==> src/rtl/ecc_core_arbiter_pkg.sv <==
// Shared types for the ECC core arbiter: coordinate width, FSM states and requester id.
package eccdh_pkg;

  localparam int ECC_W = 164;

  typedef enum logic [2:0] {
    IDLE,
    LOAD,
    RUN,
    CAPT,
    DONE
  } arb_state_t;

  typedef logic req_id_t;

endpackage

==> src/rtl/ecc_core_arbiter_if.sv <==
// Arbiter-to-core bus: scalar and start toward the core, completion and result point back.
interface ecc_core_arbiter_if
  import eccdh_pkg::*;
#(
  parameter int W = ECC_W
);
  logic [W-1:0] ecc_k;
  logic         estart;
  logic         edone;
  logic [W-1:0] Pox;
  logic [W-1:0] Poy;

  modport master (output ecc_k, estart, input edone, Pox, Poy);
  modport slave  (input ecc_k, estart, output edone, Pox, Poy);
endinterface

==> src/rtl/ecc_core_arbiter_rr_pick.sv <==
// Two-way round-robin picker: on a tie the requester that was not served last wins.
module ecc_rr_pick
  import eccdh_pkg::*;
(
  input  logic [1:0] req,
  input  req_id_t    last,
  output logic       valid,
  output req_id_t    id
);

  always_comb begin
    valid = |req;
    if (&req) id = ~last;
    else      id = req[1];
  end

endmodule

==> src/rtl/ecc_core_arbiter.sv <==
// Shares one ECC scalar-multiply core between two requesters (round-robin).
// Optional watchdog abort of a stuck RUN is built only when ARB_WATCHDOG_EN is defined.
module ecc_core_arbiter
  import eccdh_pkg::*;
#(
  parameter int ECC_W       = eccdh_pkg::ECC_W,
  parameter int TIMEOUT_CYC = 65535
) (
  input  logic               clk,
  input  logic               n_rst,
  input  logic               req0,
  input  logic               req1,
  input  logic [ECC_W-1:0]   k0,
  input  logic [ECC_W-1:0]   k1,
  output logic               gnt0,
  output logic               gnt1,
  output logic               done0,
  output logic               done1,
  output logic [ECC_W-1:0]   res_x,
  output logic [ECC_W-1:0]   res_y,
  output logic               busy,
  output logic               err,
  ecc_core_arbiter_if.master core
);

  arb_state_t       state, state_n;
  req_id_t          owner, owner_n, last;
  logic             pick_valid;
  req_id_t          pick_id;
  logic             timeout;
  logic             estart_q, done_en;
  logic [ECC_W-1:0] ecc_k_q;

  ecc_rr_pick u_pick (
    .req   ({req1, req0}),
    .last  (last),
    .valid (pick_valid),
    .id    (pick_id)
  );

`ifdef ARB_WATCHDOG_EN
  logic [15:0] wd_cnt;
  logic        err_q;
  assign timeout = (wd_cnt == 16'(TIMEOUT_CYC - 1));
  assign err     = err_q;
`else
  logic unused_cfg;
  assign unused_cfg = ^TIMEOUT_CYC;
  assign timeout    = 1'b0;
  assign err        = 1'b0;
`endif

  always_comb begin
    state_n = state;
    owner_n = owner;
    case (state)
      IDLE: if (pick_valid) begin
        state_n = LOAD;
        owner_n = pick_id;
      end
      LOAD: state_n = RUN;
      RUN: begin
        if (core.edone)   state_n = CAPT;
        else if (timeout) state_n = IDLE;
      end
      CAPT:    state_n = DONE;
      DONE:    state_n = IDLE;
      default: state_n = IDLE;
    endcase
  end

  always_ff @(posedge clk) begin
    if (!n_rst) begin
      state    <= IDLE;
      owner    <= 1'b0;
      last     <= 1'b1;
      gnt0     <= 1'b0;
      gnt1     <= 1'b0;
      busy     <= 1'b0;
      estart_q <= 1'b0;
      done_en  <= 1'b0;
      ecc_k_q  <= '0;
      res_x    <= '0;
      res_y    <= '0;
`ifdef ARB_WATCHDOG_EN
      wd_cnt   <= '0;
      err_q    <= 1'b0;
`endif
    end else begin
      state    <= state_n;
      owner    <= owner_n;
      // Outputs are registered from the next state so they line up with it exactly.
      gnt0     <= (state_n != IDLE) && (owner_n == 1'b0);
      gnt1     <= (state_n != IDLE) && (owner_n == 1'b1);
      busy     <= (state_n != IDLE);
      estart_q <= (state_n == RUN);
      done_en  <= (state_n == DONE);
      if (state == LOAD) ecc_k_q <= owner ? k1 : k0;
      // Pox/Poy are only guaranteed in the edone cycle, so capture on entry to CAPT.
      if (state == RUN && core.edone) begin
        res_x <= core.Pox;
        res_y <= core.Poy;
      end
      if (state == CAPT || (state == RUN && state_n == IDLE)) last <= owner;
`ifdef ARB_WATCHDOG_EN
      if (state == LOAD)     wd_cnt <= '0;
      else if (state == RUN) wd_cnt <= wd_cnt + 16'd1;
      err_q <= (state == RUN) && (state_n == IDLE);
`endif
    end
  end

  assign core.ecc_k  = ecc_k_q;
  assign core.estart = estart_q;
  assign done0       = done_en && (owner == 1'b0) && req0;
  assign done1       = done_en && (owner == 1'b1) && req1;

endmodule

==> src/flat_wrapper.sv <==
// flat-port wrapper written by rule: the top's interface ports become plain ports
module ecc_core_arbiter_flat import eccdh_pkg::*;
#(
  parameter int ECC_W       = eccdh_pkg::ECC_W,
  parameter int TIMEOUT_CYC = 65535
)
  (clk, n_rst, req0, req1, k0, k1, gnt0, gnt1, done0, done1, res_x, res_y, busy, err, core_ecc_k, core_estart, core_edone, core_Pox, core_Poy);
  ecc_core_arbiter_if core_i ();
  input  logic clk;
  input  logic n_rst;
  input  logic req0;
  input  logic req1;
  input  logic [ECC_W-1:0] k0;
  input  logic [ECC_W-1:0] k1;
  output logic gnt0;
  output logic gnt1;
  output logic done0;
  output logic done1;
  output logic [ECC_W-1:0] res_x;
  output logic [ECC_W-1:0] res_y;
  output logic busy;
  output logic err;
  output wire logic [$bits(core_i.ecc_k)-1:0] core_ecc_k;
  output wire logic [$bits(core_i.estart)-1:0] core_estart;
  input wire logic [$bits(core_i.edone)-1:0] core_edone;
  input wire logic [$bits(core_i.Pox)-1:0] core_Pox;
  input wire logic [$bits(core_i.Poy)-1:0] core_Poy;
  assign core_ecc_k = core_i.ecc_k;
  assign core_estart = core_i.estart;
  assign core_i.edone = core_edone;
  assign core_i.Pox = core_Pox;
  assign core_i.Poy = core_Poy;
  ecc_core_arbiter #(.ECC_W(ECC_W), .TIMEOUT_CYC(TIMEOUT_CYC)) u_core (.clk(clk), .n_rst(n_rst), .req0(req0), .req1(req1), .k0(k0), .k1(k1), .gnt0(gnt0), .gnt1(gnt1), .done0(done0), .done1(done1), .res_x(res_x), .res_y(res_y), .busy(busy), .err(err), .core(core_i));
endmodule
==> config.mk <==
export PLATFORM = sky130hd
export DESIGN_NAME = ecc_core_arbiter_flat
export DESIGN_NICKNAME = d
export VERILOG_FILES = /design/src/rtl/ecc_core_arbiter_pkg.sv /design/src/rtl/ecc_core_arbiter_if.sv /design/src/rtl/ecc_core_arbiter_rr_pick.sv /design/src/rtl/ecc_core_arbiter.sv /design/src/flat_wrapper.sv
export SDC_FILE = /design/constraint.sdc
export NUM_CORES = 1
export LEC_CHECK = 0
export CELL_PAD_IN_SITES_DETAIL_PLACEMENT = 1
export CELL_PAD_IN_SITES_GLOBAL_PLACEMENT = 1
export CORE_AREA = 2 2 448 450
export DETAILED_ROUTE_END_ITERATION = 7
export DIE_AREA = 0 0 450 452
export GPL_TIMING_DRIVEN = 0
export PLACE_DENSITY_LB_ADDON = 0.1
export SLEW_MARGIN = 10
export SYNTH_ARGS = -nofsm -noshare
export SYNTH_HDL_FRONTEND = slang
export SYNTH_SLANG_ARGS = --single-unit
export TNS_END_PERCENT = 1
==> constraint.sdc <==
create_clock -name clk -period 1.9 [get_ports clk]
set_input_delay 0.38 -clock clk [delete_from_list [all_inputs] [get_ports clk]]
set_output_delay 0.38 -clock clk [all_outputs]
set_load 0.005 [all_outputs]
==> summary.md, run 1 <==
| Metric | Value |
|---|---|
| Fin. max-slew vios | 0 |
| Clock latency at the later pin of the worst-skew pair | 0.71 ns |
| Arrival @ worst endpoint | 1.52 ns |
| DIE HEIGHT | 452 um |
| PD cells | 874.4 nW/um^2 |
| Skew final | 0.04461 ns |
| Clock-pin slew on the worst setup and hold paths | 0.06 ns |
| Initial Utilization | 10.82% |
| Clock Tree Root | clkbuf_16 |
| Per-cell routed wire length | 22.99 um |
| Primary FF master, synth | dfxtp_1 |
| Num CTS Buffers | 78 |
| CTS tree | built |
| Critical Path Fanout Max | 4 |
| I/O Pins | 1160 |
| Clock Tree Buf Depth | 3 |
| CP endpoint kind | output pin |
| IO buf count | 1157 |
| Worst IR drop on VDD | 0.0006191 V |
| Nets | 4097 |
| Crit share post-route | 99.76% |
| Drt pass-1 iters | 4 |
| P_leak | 0.01653 uW |
| Status | complete, no violations |
| First-pass GRT wire length | 191.5 mm |
| Kind of launch point of the worst setup path | flop |
| Least-Margin Pin Slew | 1.063 ns |
| Final setup fails | 0 |
| Syn avg cell area | 9.783 um^2 |
| Post-route ant nets | 0 |
| Area Growth Syn to Fin | 79.46% |
| Hold Fails Final Rpt | 0 |
| Seq/Total Area, Yosys | 46.76% |
| Hold buffers post-CTS | 0 |
| Vias in the first global route | 22240 |
| Mapped Area | 21490 um^2 |
| # DRC | 0 |
| Hpwl dp | 115.5 mm |
| Largest net degree at the start of global routing | 11 |
| Fill count | 23130 |
| Synth warn | 0 |
| Avg Vias per Cell | 3.338 |
| GR Overflow Total | 0 |
| Share of cells above drive strength 1 | 16.68% |
| GRT Total Usage | 13.53% |
| CP Class | reg2out |
| GPL Wtd Cong | 0.7525 |
| Syn_nets | 2858 |
| Die area | 203400 um^2 |
| Die W | 450 um |
| Unrepaired setup endpoints after global routing | true |
| CTS sink cnt | 502 |
| Fmax | 527.6 MHz |
| Max Cap Viol | 0 |
| #FFs+latches synth | 502 |
| Synth cell types | 31 |
| Row count | 164 |
| Iteration-0 DRC Markers | 564 |
| Hold Path Class | in2reg |
| Total Wirelength | 141.8 mm |
| H-tree levels | 3 |
| Syn Inst Count | 2197 |
| Vias | 20580 |
| Crit path required time | 1.52 ns |
| Min Tclk post-route | 1.895 ns |
| Initial antenna violation count | 59 |
| CORE AREA | 198600 um^2 |
| Area after DPL | 36400 um^2 |
| Slew HR | 29.15% |
| Setup TNS | 0 ns |
| Post-synth EDFFs | 0 |
| Post-Layout Inst Area | 38570 um^2 |
| Async SR Flop Fraction | 0% |
## worst paths after layout
path,startpoint,cells after the start,slack [ns],endpoint
worst max-delay path,u_core.owner,4,0.005,done0
worst min-delay path,core_Poy[39],3,0.23,u_core.res_y[39]
worst max register to register,u_core.state[1],6,0.15,u_core.core.ecc_k[95]
worst min register to register,u_core.res_y[159],2,0.45,u_core.res_y[159]
## power breakdown
part / switching, uW / leakage (uW) / total [uW] / internal (uW)
sequential: 453 / 0.00409 / 11900 / 11500
combinational: 3520 / 0.0112 / 7110 / 3590
clock: 5900 / 0.00126 / 14700 / 8810
## area by class of cell
type / instances / area, um^2 / share of cell area, %
Antenna cell: 20 / 50.05 / 0.1298
Tap cell: 2656 / 3323 / 8.616
Multi-Input combinational cell: 1504 / 10180 / 26.39
Buffer: 185 / 1375 / 3.565
Clock buffer: 121 / 2417 / 6.267
Inverter: 3 / 16.27 / 0.04217
Timing Repair Buffer: 1162 / 11040 / 28.63
Sequential cell: 502 / 10060 / 26.07
Clock inverter: 13 / 112.6 / 0.2919
## worst max-delay path, stage by stage, from the launching register on
cell and delay, ns:
dfxtp_4 0.36, buf_12 0.13, clkinv_4 0.03, and3_4 0.16, buf_6 0.12
## sequential cells by signal (all words and copies together) (netlist names)
signal and count:
u_core.busy 1, u_core.gnt0 1, u_core.gnt1 1, u_core.last 1, u_core.owner 1, u_core.done_en 1, u_core.res_y 164, u_core.res_x 164
u_core.core.estart 1, u_core.core.ecc_k 164, u_core.state 3
## kinds of logic after synthesis
family / synth area share [%]
flip-flops: 46.76
other: 0.01745
XOR/XNOR: 0.04076
buffers and inverters: 6.107
AO/OA/AOI/OAI: 24.48
multiplexers: 7.638
AND/OR/NAND/NOR: 14.96
## layer usage
| metal | GRT usage (%) | vias to the layer above | part of all wire, % |
|---|---|---|---|
| met4 | 3.235 | 40 | 2.1 |
| li1 | - | 9889 | - |
| met1 | 13.20 | 9741 | 35 |
| met3 | 5.598 | 194 | 8.7 |
| met5 | 0 | - | 0.19 |
| met2 | 26.12 | 720 | 54 |
## stage by stage
| step | worst slack, ns | util (%) | hold WS (ns) | power [uW] | cells |
|---|---|---|---|---|---|
| after floorplan | 0.5121 | - | 0.4514 | 14960 | 2197 |
| after global placement | -1.193 | 18.32 | 0.4437 | 20110 | 6010 |
| after detailed placement | -1.045 | 18.32 | 0.4484 | 20070 | 6010 |
| after CTS | -0.2585 | 19.38 | 0.1102 | 34980 | 6147 |
| after global routing | -0.1103 | 19.40 | 0.1649 | 35750 | 6149 |
| final | 0.004639 | 19.42 | 0.2295 | 33730 | 6166 |
## what timing repair did
| item | CTS | global route |
|---|---|---|
| resized for setup | 592 | 18 |
| endpoints found under the setup margin | 979 | 157 |
| buffers inserted | 5 | 0 |
## cells in the mapped netlist, types with 2 or more instances
library cell	number	area (um^2)
inv_1	3	11.26
nand2_1	823	3089
nor3_1	3	15.01
o211a_1	164	1642
buf_12	9	180.2
nor2_1	4	15.01
and3_1	3	18.77
buf_6	3	33.78
nor2b_1	2	12.51
dfxtp_1	502	10050
a21boi_0	11	82.58
buf_4	7	52.55
a21boi_2	300	3378
buf_8	26	390.4
clkbuf_1	57	214.0
a21boi_1	17	127.6
buf_2	86	430.4
mux2i_1	164	1642
## layout by cell type (no fill, tap or decap), types with 2 or more instances in the layout
master / synthesis / final
clkbuf_1: 57 / 67
nor3_1: 3 / 3
a21boi_0: 11 / 11
diode_2: 0 / 20
nor2_1: 4 / 4
buf_12: 9 / 10
nand2_1: 823 / 823
mux2i_2: 0 / 4
buf_6: 3 / 7
a21boi_1: 17 / 17
clkbuf_2: 0 / 2
and3_1: 3 / 2
a21boi_2: 300 / 300
buf_2: 86 / 63
clkinv_2: 0 / 9
inv_1: 3 / 2
clkdlybuf4s15_1: 0 / 21
buf_4: 7 / 20
dfxtp_2: 0 / 2
clkbuf_16: 0 / 81
dlygate4sd2_1: 0 / 464
dfxtp_1: 502 / 499
clkdlybuf4s15_2: 0 / 9
inv_6: 0 / 2
mux2i_1: 164 / 160
nor2b_1: 2 / 2
buf_8: 26 / 26
o211a_1: 164 / 164
clkdlybuf4s50_1: 0 / 659
clkbuf_4: 0 / 14
clkbuf_8: 0 / 24
Power figures use the tool's default switching activity.
==> run 2: changes to the inputs <==
--- a/config.mk
+++ b/config.mk
@@ -8,6 +8,8 @@
 export CELL_PAD_IN_SITES_DETAIL_PLACEMENT = 1
 export CELL_PAD_IN_SITES_GLOBAL_PLACEMENT = 1
 export CORE_AREA = 2 2 448 450
+export CTS_CLUSTER_DIAMETER = 150
+export CTS_CLUSTER_SIZE = 25
 export DETAILED_ROUTE_END_ITERATION = 7
 export DIE_AREA = 0 0 450 452
 export GPL_TIMING_DRIVEN = 0
==> run 2 against run 1 <==
Register-to-register slack worse by 0.04 ns. First-iteration DRC count up 5.0%. Global-route usage down 0.32 points. Non-clock buffer count down 1. Worst hold slack worse by 0.0069 ns. Clock-buffer cell count down 91. Critical endpoint unchanged.
==> summary.md, run 2 (synthesis gave the netlist of run 1 again) <==
| Metric | Value |
|---|---|
| Status | complete, no violations |
| Clock Tree Root | clkbuf_16 |
| Num CTS Buffers | 29 |
| Total Wirelength | 140.1 mm |
| P_leak | 0.01582 uW |
| Final WS setup | 0.01445 ns |
| Die W | 450 um |
| Setup TNS | 0 ns |
| Post-placement setup slack | -1.045 ns |
| Iteration-0 DRC Markers | 592 |
| CP endpoint kind | output pin |
| CTS tree | built |
| Avg Vias per Cell | 3.327 |
| Clock Tree Buf Depth | 3 |
| Unrepaired setup endpoints after global routing | true |
| Min Tclk post-route | 1.886 ns |
| IO buf count | 1157 |
| Kind of launch point of the worst setup path | flop |
| Fill count | 23210 |
| Hpwl dp | 115.5 mm |
| Fin. max-slew vios | 0 |
| # DRC | 0 |
| Skew final | 0.03376 ns |
| H-tree levels | 1 |
| Share of cells above drive strength 1 | 17.11% |
| Die area | 203400 um^2 |
| Initial Utilization | 10.82% |
| I/O Pins | 1160 |
| Area Growth Syn to Fin | 72.52% |
| Clock-pin slew on the worst setup and hold paths | 0.11 ns |
| Largest net degree at the start of global routing | 26 |
| Commonest cells after routing, fill and taps aside | nand2_1 (823), clkdlybuf4s50_1 (659), dlygate4sd2_1 (478) |
| Worst IR drop on VDD | 0.0007342 V |
| Slew HR | 29.15% |
| GPL Wtd Cong | 0.7525 |
| Hold buffers post-CTS | 0 |
| Arrival @ worst endpoint | 1.51 ns |
| Clock latency at the later pin of the worst-skew pair | 0.70 ns |
| Fmax | 530.3 MHz |
| Initial antenna violation count | 60 |
| CP Class | reg2out |
| First-pass GRT wire length | 189.0 mm |
| Per-cell routed wire length | 23.03 um |
| PD cells | 731.3 nW/um^2 |
| Critical Path Fanout Max | 4 |
| CORE AREA | 198600 um^2 |
| Nets | 4047 |
| Max Cap Viol | 0 |
| Hold Path Class | in2reg |
| Hold Fails Final Rpt | 0 |
| Drt pass-1 iters | 4 |
| Post-route ant nets | 0 |
| Least-Margin Pin Slew | 1.063 ns |
| Final setup fails | 0 |
| Vias | 20230 |
| Crit share post-route | 99.24% |
| Vias in the first global route | 21740 |
| Commonest non-fill, non-tap cell in the layout | nand2_1 |
| DIE HEIGHT | 452 um |
| CTS sink cnt | 502 |
| GRT Total Usage | 13.21% |
| Crit path required time | 1.52 ns |
| GR Overflow Total | 0 |
| Row count | 164 |
[run 2: final timing paths]
kind / depth (start not counted) / slack, ns / endpoint / start
min: 3 / 0.22 / u_core.res_y[157] / core_Poy[157]
max reg2reg: 5 / 0.11 / u_core.core.ecc_k[83] / u_core.owner
min reg2reg: 2 / 0.46 / u_core.res_y[152] / u_core.res_y[152]
max: 4 / 0.01 / done0 / u_core.owner
[run 2: cell type report]
cell class / instances / area, um^2 / area share (%)
well taps: 2656 / 3323 / 8.962
multi-input cells: 1504 / 10190 / 27.47
clock inverters: 17 / 232.7 / 0.6276
inverters: 3 / 16.27 / 0.04387
diodes: 23 / 57.56 / 0.1552
flip-flops and latches: 502 / 10140 / 27.36
repair buffers: 1161 / 11030 / 29.74
plain buffers: 185 / 1351 / 3.644
clock buffers: 30 / 739.5 / 1.994
[run 2: repair_timing]
item,in CTS,in global routing
setup buffers,4,0
setup endpoints to repair,970,154
gates resized for setup,639,15
[run 2: layer usage]
| metal | track usage [%] | vias up | routed length [um] |
|---|---|---|---|
| met5 | 0 | - | 243 |
| met4 | 2.061 | 36 | 2251 |
| met3 | 4.722 | 135 | 10990 |
| met2 | 26.06 | 667 | 76420 |
| met1 | 13.28 | 9649 | 50170 |
| li1 | - | 9744 | - |
[run 2: critical path, stage by stage (launching register included)]
cell	delay [ns]
dfxtp_4	0.38
buf_12	0.13
clkinv_4	0.03
and3_4	0.16
buf_6	0.12
[run 2: per-stage QoR]
step | cells | power, uW | hold slack [ns] | utilization, % | area (um^2)
floorplan | 2197 | 14960 | 0.4514 | - | 21490
global placement | 6010 | 20110 | 0.4437 | 18.32 | 36400
detailed placement | 6010 | 20070 | 0.4484 | 18.32 | 36400
CTS | 6059 | 28150 | 0.1439 | 18.63 | 37000
global route | 6063 | 28840 | 0.1775 | 18.64 | 37030
finish | 6081 | 27120 | 0.2227 | 18.67 | 37080
[run 2: power breakdown]
| part | total [uW] | internal [uW] | switching [uW] |
|---|---|---|---|
| Sequential | 11900 | 11400 | 453 |
| Clock | 8120 | 3270 | 4860 |
| Combinational | 7090 | 3570 | 3520 |
| Total | 27100 | 18300 | 8830 |
==> run 3: changes to the inputs <==
--- a/config.mk
+++ b/config.mk
@@ -18,4 +18,3 @@
 export SYNTH_ARGS = -nofsm -noshare
 export SYNTH_HDL_FRONTEND = slang
 export SYNTH_SLANG_ARGS = --single-unit
-export TNS_END_PERCENT = 1
==> run 3 against run 2 <==
Die area did not move. Wire length barely moved. Critical path depth did not move. Non-clock buffer count rose by 6. Sequential power barely moved. Global-route usage barely moved. Clock skew rose by 0.00062 ns. Register-to-register slack barely moved. First-iteration DRC count fell by 0.34%. Flip-flop and latch count did not move. Worst setup slack improved by 0.0014 ns. Largest cell class unchanged. Largest power group unchanged.
==> summary.md, run 3 (synthesis gave the netlist of run 1 again) <==
| Metric | Value |
|---|---|
| Status | complete, no violations |
| Hold depth | 3 |
| Nets | 4053 |
| WHS Endpoint | u_core.res_y[157] |
| Least-Margin Pin Slew | 1.054 ns |
| Reg2reg end | u_core.core.ecc_k[11] |
| Hold buffers post-CTS | 0 |
| Share of cells above drive strength 1 | 17.25% |
| Hold Fails Final Rpt | 0 |
| Unrepaired setup endpoints after global routing | true |
| CP endpoint kind | output pin |
| Commonest cells after routing, fill and taps aside | nand2_1 (823), clkdlybuf4s50_1 (659), dlygate4sd2_1 (478) |
| Most Crowded Layer GR | met2 |
| Slew HR | 29.75% |
| GR Overflow Total | 0 |
| Fmax | 530.7 MHz |
| Per-cell routed wire length | 23.02 um |
| CORE AREA | 198600 um^2 |
| Met3 Use GR | 4.722% |
| Hold Path Class | in2reg |
| PD cells | 730.8 nW/um^2 |
| Commonest non-fill, non-tap cell in the layout | nand2_1 |
| I/O Pins | 1160 |
| Initial antenna violation count | 60 |
| M1 GR Usage | 13.28% |
| R2r setup slk | 0.12 ns |
| Post-route ant nets | 0 |
| Die W | 450 um |
| P_leak | 0.01586 uW |
| Hpwl dp | 115.5 mm |
| Iteration-0 DRC Markers | 590 |
| Drt pass-1 iters | 4 |
| Clock Tree Buf Depth | 3 |
| Crit path required time | 1.52 ns |
| Clock Tree Root | clkbuf_16 |
| Post-placement setup slack | -1.045 ns |
| CTS tree | built |
| Critical Path Fanout Max | 4 |
| Worst IR drop on VDD | 0.0007351 V |
| GRT Total Usage | 13.21% |
| Row count | 164 |
| Area Growth Syn to Fin | 72.83% |
| CTS sink cnt | 502 |
| Skew final | 0.03438 ns |
| Fill count | 23210 |
| First-pass GRT wire length | 189.1 mm |
| Clock-pin slew on the worst setup and hold paths | 0.11 ns |
| # DRC | 0 |
| Critical R2R Launch | u_core.owner |
| Die area | 203400 um^2 |
| Initial Utilization | 10.82% |
| Largest net degree at the start of global routing | 26 |
| Crit share post-route | 99.17% |
| Min Tclk post-route | 1.884 ns |
| Arrival @ worst endpoint | 1.50 ns |
| Avg Vias per Cell | 3.332 |
| Clock latency at the later pin of the worst-skew pair | 0.70 ns |
| Num CTS Buffers | 29 |
| CP Class | reg2out |
| IO buf count | 1157 |
| Grt met2 use | 26.08% |
| Max Cap Viol | 0 |
| Vias | 20280 |
| Hold path start | core_Poy[157] |
| H-tree levels | 1 |
| DIE HEIGHT | 452 um |
| GPL Wtd Cong | 0.7525 |
| Vias in the first global route | 21750 |
| Reg2Reg Depth | 5 |
| Final WS setup | 0.01583 ns |
| Total Wirelength | 140.1 mm |
| Final core utilization | 18.70% |
| Kind of launch point of the worst setup path | flop |
| Final setup fails | 0 |
| Fin. max-slew vios | 0 |
==> run 3: cell count changes in the layout (fill, tap and decap cells not counted), sizes merged <==
cell / delta
buf: +5
clkbuf: +1
==> run 3: worst max path at each step <==
| stage | startpoint | to | depth (start not counted) | slack, ns |
|---|---|---|---|---|
| 4_1_cts | u_core.owner | done0 | 5 | -0.19 |
| 2_1_floorplan | u_core.owner | done0 | 5 | 0.51 |
| 5_1_grt | u_core.owner | done0 | 4 | -0.07 |
| 3_3_place_gp | n_rst | u_core.res_y[33] | 4 | -1.19 |
| 3_5_place_dp | core_edone | u_core.res_y[36] | 7 | -1.04 |
| 6_report | u_core.owner | done0 | 4 | 0.02 |
==> run 3: where the power goes <==
group / switching, uW / total, uW / internal [uW]
Combinational: 3530 / 7120 / 3590
Sequential: 453 / 11900 / 11400
Clock: 4860 / 8130 / 3270
==> run 3: timing repair <==
item	in CTS	in global routing
buffers inserted	8	2
setup endpoints to repair	970	182
gates resized for setup	640	17
==> run 3: cell type report <==
cell class | instances | area, um^2 | share of cell area (%)
Tap cell | 2656 | 3323 | 8.946
Inverter | 3 | 16.27 | 0.04379
Sequential cell | 502 | 10140 | 27.31
Antenna cell | 23 | 57.56 | 0.1549
Multi-Input combinational cell | 1504 | 10180 | 27.41
Clock inverter | 17 | 232.7 | 0.6265
Timing Repair Buffer | 1167 | 11100 | 29.87
Buffer | 185 | 1355 | 3.648
Clock buffer | 30 | 739.5 | 1.991
==> run 3: critical path: stages, from the launching register on <==
cell      delay [ns]
dfxtp_4         0.38
buf_12          0.13
clkinv_4        0.03
and3_4          0.16
buf_6           0.12
==> run 3: routing by layer <==
metal	part of all wire (%)	vias up
met5	0.19	-
met4	1.8	40
met3	7.9	143
met2	54	674
met1	36	9667
li1	-	9757
==> run 3: metrics by stage <==
step | hold WS [ns] | total power [uW] | setup TNS (ns) | cells | area (um^2)
finish | 0.2225 | 27150 | 0 | 6087 | 37150
floorplan | 0.4514 | 14960 | 0 | 2197 | 21490
detailed placement | 0.4484 | 20070 | -397.95 | 6010 | 36400
global placement | 0.4437 | 20110 | -403.33 | 6010 | 36400
CTS | 0.1439 | 28160 | -0.3470 | 6063 | 37030
global route | 0.1775 | 28870 | -0.1449 | 6069 | 37100
